==> config.mk <==
export PLATFORM = sky130hd
export DESIGN_NAME = pwm_capture
export DESIGN_NICKNAME = d
export VERILOG_FILES = /design/src/rtl/pwm_capture.sv
export SDC_FILE = /design/constraint.sdc
export NUM_CORES = 1
export LEC_CHECK = 0
export CAP_MARGIN = 20
export CORE_ASPECT_RATIO = 1.2
export CORE_UTILIZATION = 55
export CTS_BUF_LIST = sky130_fd_sc_hd__clkbuf_4
export CTS_CLUSTER_DIAMETER = 40
export DETAILED_ROUTE_END_ITERATION = 16
export PLACE_DENSITY = 0.79
export SETUP_SLACK_MARGIN = 0.5
export SLEW_MARGIN = 25
export SYNTH_ARGS = -nofsm -noshare
export SYNTH_HDL_FRONTEND = slang
export SYNTH_SLANG_ARGS = --single-unit
export TNS_END_PERCENT = 30
==> constraint.sdc <==
create_clock -name CLK -period 2.1 [get_ports CLK]
set_input_delay 0.63 -clock CLK [delete_from_list [all_inputs] [get_ports CLK]]
set_output_delay 0.63 -clock CLK [all_outputs]
set_load 0.02 [all_outputs]
==> src/rtl/pwm_capture.sv <==
// rtl/pwm_capture.sv - PWM frame capture with duty recovery; PWM_CAPTURE_VOLDIV_EN adds the divide-by-VOL stage
// Frames start on a rising edge of the synchronized input and are 2**FRAME_BITS clocks long.
module pwm_capture #(
  parameter int FRAME_BITS = 12
) (
  input  logic       CLK,
  input  logic       RST,
  input  logic       P_IN,
  input  logic [3:0] VOL,
  output logic [7:0] SAMPLE,
  output logic       VALID,
  output logic       LOCKED,
  output logic       SAT
);

  localparam logic [FRAME_BITS-1:0] CNT_MAX = '1;

  typedef enum logic {HUNT, TRACK} state_t;
  state_t state;

  logic sync1, ps, ps_d, rise;
  logic [FRAME_BITS-1:0] frame_cnt, high_cnt, high_next;
  logic edge_seen, frame_end;

  always_ff @(posedge CLK) begin
    if (RST) begin
      sync1 <= 1'b0;
      ps    <= 1'b0;
      ps_d  <= 1'b0;
    end else begin
      sync1 <= P_IN;
      ps    <= sync1;
      ps_d  <= ps;
    end
  end

  assign rise      = ps & ~ps_d;
  assign high_next = (ps && high_cnt != CNT_MAX) ? high_cnt + 1'b1 : high_cnt;
  // Only frames that began with an edge at position 0 deliver a sample.
  assign frame_end = (state == TRACK) && !rise && (frame_cnt == CNT_MAX) && edge_seen;

  always_ff @(posedge CLK) begin
    if (RST) begin
      state     <= HUNT;
      LOCKED    <= 1'b0;
      frame_cnt <= '0;
      high_cnt  <= '0;
      edge_seen <= 1'b0;
    end else begin
      case (state)
        HUNT: begin
          if (rise) begin
            state     <= TRACK;
            LOCKED    <= 1'b1;
            frame_cnt <= FRAME_BITS'(1);
            high_cnt  <= FRAME_BITS'(1);
            edge_seen <= 1'b1;
          end
        end
        TRACK: begin
          if (rise && frame_cnt != '0) begin
            frame_cnt <= FRAME_BITS'(1);
            high_cnt  <= FRAME_BITS'(1);
            edge_seen <= 1'b1;
          end else if (frame_cnt == CNT_MAX) begin
            frame_cnt <= '0;
            high_cnt  <= '0;
            edge_seen <= 1'b0;
            if (!edge_seen) begin
              state  <= HUNT;
              LOCKED <= 1'b0;
            end
          end else begin
            frame_cnt <= frame_cnt + 1'b1;
            high_cnt  <= high_next;
            if (rise) edge_seen <= 1'b1;
          end
        end
        default: begin
          state  <= HUNT;
          LOCKED <= 1'b0;
        end
      endcase
    end
  end

`ifdef PWM_CAPTURE_VOLDIV_EN
  localparam int STEP_W = $clog2(FRAME_BITS + 1);

  logic                  busy, vol_zero, q_bit;
  logic [STEP_W-1:0]     step;
  logic [3:0]            divisor, rem, r_sub;
  logic [4:0]            r_sh;
  logic [FRAME_BITS-1:0] quo, q_next;

  always_comb begin
    r_sh   = {rem, quo[FRAME_BITS-1]};
    q_bit  = (r_sh >= {1'b0, divisor});
    r_sub  = r_sh[3:0] - divisor;
    q_next = {quo[FRAME_BITS-2:0], q_bit};
  end

  // Restoring divide: quo shifts out the dividend and shifts in quotient bits.
  always_ff @(posedge CLK) begin
    if (RST) begin
      busy     <= 1'b0;
      vol_zero <= 1'b0;
      step     <= '0;
      divisor  <= '0;
      rem      <= '0;
      quo      <= '0;
      SAMPLE   <= '0;
      SAT      <= 1'b0;
      VALID    <= 1'b0;
    end else begin
      VALID <= 1'b0;
      if (frame_end) begin
        busy     <= 1'b1;
        vol_zero <= (VOL == 4'd0);
        step     <= STEP_W'(FRAME_BITS);
        divisor  <= VOL;
        rem      <= '0;
        quo      <= high_next;
      end else if (busy) begin
        if (!vol_zero) begin
          quo <= q_next;
          rem <= q_bit ? r_sub : r_sh[3:0];
        end
        step <= step - 1'b1;
        if (step == STEP_W'(1)) begin
          busy  <= 1'b0;
          VALID <= 1'b1;
          if (vol_zero) begin
            SAMPLE <= '0;
            SAT    <= 1'b1;
          end else if (q_next[FRAME_BITS-1:8] != '0) begin
            SAMPLE <= 8'hff;
            SAT    <= 1'b1;
          end else begin
            SAMPLE <= q_next[7:0];
            SAT    <= 1'b0;
          end
        end
      end
    end
  end
`else
  logic unused_vol;
  assign unused_vol = ^VOL;

  always_ff @(posedge CLK) begin
    if (RST) begin
      SAMPLE <= '0;
      SAT    <= 1'b0;
      VALID  <= 1'b0;
    end else begin
      VALID <= frame_end;
      SAT   <= 1'b0;
      if (frame_end) SAMPLE <= high_next[FRAME_BITS-1 -: 8];
    end
  end
`endif

endmodule

==> run_results.csv <==
group,metric,value,unit
floorplanning,die-area,4050,sq um
critical_path,worstSetupPathType,"reg2reg",
cts,clk_path_buf_depth,2,
job,cap_violations,0,
layout,fill_cells,241,
layout,layout_commonest_cell,"buf_4",
grt,grt_pass1_wl,8550,microns
drt,drt-initial-drc-count,118,
pwr,power,1.41,mW
logic_synthesis,synthArstFlopShare,0,
floorplanning,rows,24,
logic_synthesis,synth_seq_cells,39,
drt,num_vias,2024,
sta,holdWs,0.456,ns
critical_path,critPathLaunchType,"flop",
sta,fin_skew,0.0209,ns
logic_synthesis,synth_cell_types,53,
placement,place_congestion,0.908,
critical_path,critPathTopFamily,"compound AO/OA/AOI/OAI gates",
pwr,peakVddDrop,0.000428,V
logic_synthesis,synthFlopType,"dfxtp_1",
drt,ant_nets,0,
run_status,status,"completed",
sta,rsz0062_at_grt,"yes",
logic_synthesis,yosysWarningCount,0,
sta,setup_tns,0,ns
logic_synthesis,synth_nets,253,
drt,routed_via_density,5.99,
sta,hold_viol,0,
critical_path,cp_max_fo,5,
worst_hold_path,worstHoldStart,"sync1$_SDFF_PP0_",
sta,period_share,0.880,
layout,regArea,812,sq um
cts,clock_latency,0.36,ns
logic_synthesis,synth_top_area_cell,"dfxtp_1",
pwr,leakage,1.06,nW
layout,antenna_cells,0,
sta,setup_viol,0,
layout,post-route-util,0.761,
cts,cts_buffers,5,
grt,grt_max_degree,24,
sta,relSlewSlack,0.594,
sta,tightest_slew,0.606,ns
critical_path,worst_path_max_delay_cell,"o41ai_4",
drt,routed_wl,5510,microns
cts,cts_sinks,39,
critical_path,cp_slowest_stage_delay,0.52,ns
placement,io_buffers,12,
logic_synthesis,synth_cells,243,
logic_synthesis,synth-edff-count,0,
sta,fmax,541,MHz
critical_path,end_kind,"flop",
cts,cts_tree,"yes",
layout,num-nets-final,295,
logic_synthesis,synth.avg_cell_area,8.59,sq um
critical_path,path_buf_inv,3,
floorplanning,io_pins,18,
logic_synthesis,synth.area.top_cells,"dfxtp_1 (37%), nor2_1 (4.5%), nand2_1 (4.3%), a21oi_1 (3.1%), nand3_1 (3.1%)",
floorplanning,initial_core_util,0.575,
grt,overflow,0,
critical_path,required,2.37,ns
layout,drive_gt1_frac,0.339,
logic_synthesis,ys_seq_area_frac,0.374,
sta,post-route-min-period,1.85,ns
critical_path,crit_path_cell_trace,"inv_1 > o41ai_4 > nor3_4 > buf_6 > buf_16 > a21o_1 > a32o_1",
grt,grt_pass1_vias,1892,
drt,drc,0,
critical_path,startpoint,"frame_cnt[11]$_SDFFE_PP0P_",
logic_synthesis,synth_top_cell_area_share,0.374,
grt,grtUsageTotal,0.275,
drt,routedWlPerCell,16.3,microns
cts,clkTransAtPathRegs,0.14,ns
critical_path,rr_startpoint,"frame_cnt[11]$_SDFFE_PP0P_",
cts,htree_levels,2,
layout,final_cell_mix,"buf_4 (29), dfxtp_1 (26), nor2_1 (24), nand2_1 (23), a21oi_1 (12)",
cts,ctsHoldBuffers,0,
sta,slew_viol_final,0,
drt,drtPass1Iterations,4,
layout,area_delta_synth_final,32.5,%
worst_hold_path,hold_class,"reg2reg",
cts,root_buffer,"clkbuf_4",
layout,multi_input_area,1330,sq um
grt,antenna_found_initial,0,
floorplanning,die_h,69.5,microns
floorplanning,core,3630,sq um
floorplanning,fp.dieW,58.3,microns
logic_synthesis,syn_area,2090,sq um
critical_path,cp.arrival,2.12,ns
pwr,p_per_area,509,nW/um^2
placement,dp_hpwl,3090,microns
stage by stage:
step | instance area, sq um | instances | worst slack [ns]
after floorplan | 2120 | 243 | 0.313
after global placement | 2340 | 307 | 0.151
after detailed placement | 2340 | 307 | 0.122
after CTS | 2660 | 333 | 0.295
after global routing | 2770 | 338 | 0.185
final | 2770 | 338 | 0.252
synthesized netlist by cell type (2+ instances only):
master    instances
clkbuf_1          5
nor4_1            2
and2_1            2
inv_1            11
a21oi_2           2
a22oi_1           2
a22o_1            2
a211oi_1          3
nor4_4            2
nor3_1            9
a41oi_1           2
dfxtp_1          39
a31oi_1           9
o31a_1            2
xor2_1            5
a311oi_1          3
o41a_1            2
nand3_1          13
nand4_2           2
nor2b_1           6
nand4_1           6
nor2_1           25
ha_1              3
nand2b_1          2
or3_1             2
buf_2             6
o21ai_0           7
xnor2_1           2
a21oi_1          13
nand2_1          24
and3_1            3
mux2i_1           6
worst register-to-register path, stage by stage (launching register included):
cell	delay, ns
dfxtp_2	0.39
inv_1	0.12
o41ai_4	0.52
nor3_4	0.13
buf_6	0.16
buf_16	0.13
a21o_1	0.14
a32o_1	0.19
cell families (layout without fill, tap and decap cells):
group / Yosys count / after routing / synth area share
and+or+nand+nor: 106 / 106 / 0.285
AOI/OAI and AO/OA: 56 / 56 / 0.206
DFF: 39 / 39 / 0.374
buffers and inverters: 24 / 67 / 0.0521
xor gates and xnor gates: 7 / 7 / 0.0294
muxes: 7 / 7 / 0.0342
adders and majority gates: 3 / 3 / 0.0180
other: 1 / 1 / 0.00180
final timing paths:
kind	to	slack [ns]	depth (start not counted)
worst max-delay path	high_cnt[1]$_SDFFE_PP0P_	0.25	7
worst min-delay path	ps$_SDFF_PP0_	0.46	1
worst max register to register	high_cnt[1]$_SDFFE_PP0P_	0.25	7
worst min register to register	ps$_SDFF_PP0_	0.46	1
power by group:
part	internal [mW]	switching [mW]	leakage [nW]	total (mW)
Combinational	0.0616	0.0762	0.687	0.138
Sequential	0.743	0.00858	0.324	0.752
Clock	0.251	0.267	0.0452	0.518
Total	1.06	0.352	1.06	1.41
per-layer routing:
metal  vias up  wire, microns  track usage
met5         -              0            0
met4         0            109        0.156
met3        11            234       0.0597
met2        80           2820        0.444
met1       965           2350        0.329
li1        968              -            -
final cells by class:
type | count | area share
Tap cell | 52 | 0.0235
Clock inverter | 3 | 0.0158
Multi-Input combinational cell | 180 | 0.482
Sequential cell | 39 | 0.294
Clock buffer | 5 | 0.0136
Timing Repair Buffer | 48 | 0.156
Inverter | 11 | 0.0158
what timing repair did:
item / 4_1_cts / 5_1_grt
gates resized for setup: 61 / 18
pin swaps: 10 / 8
gates cloned: 2 / 1
endpoints found under the hold margin: 0 / 0
setup buffers: 16 / 4
setup endpoints to repair: 39 / 36
sequential cells by signal (all words and copies together), names as in the netlist:
name,cells
state,1
ps,1
edge_seen,1
VALID,1
SAMPLE,8
ps_d,1
sync1,1
frame_cnt,12
LOCKED,1
high_cnt,12
Note: power is estimated with default switching activity, not from simulation.
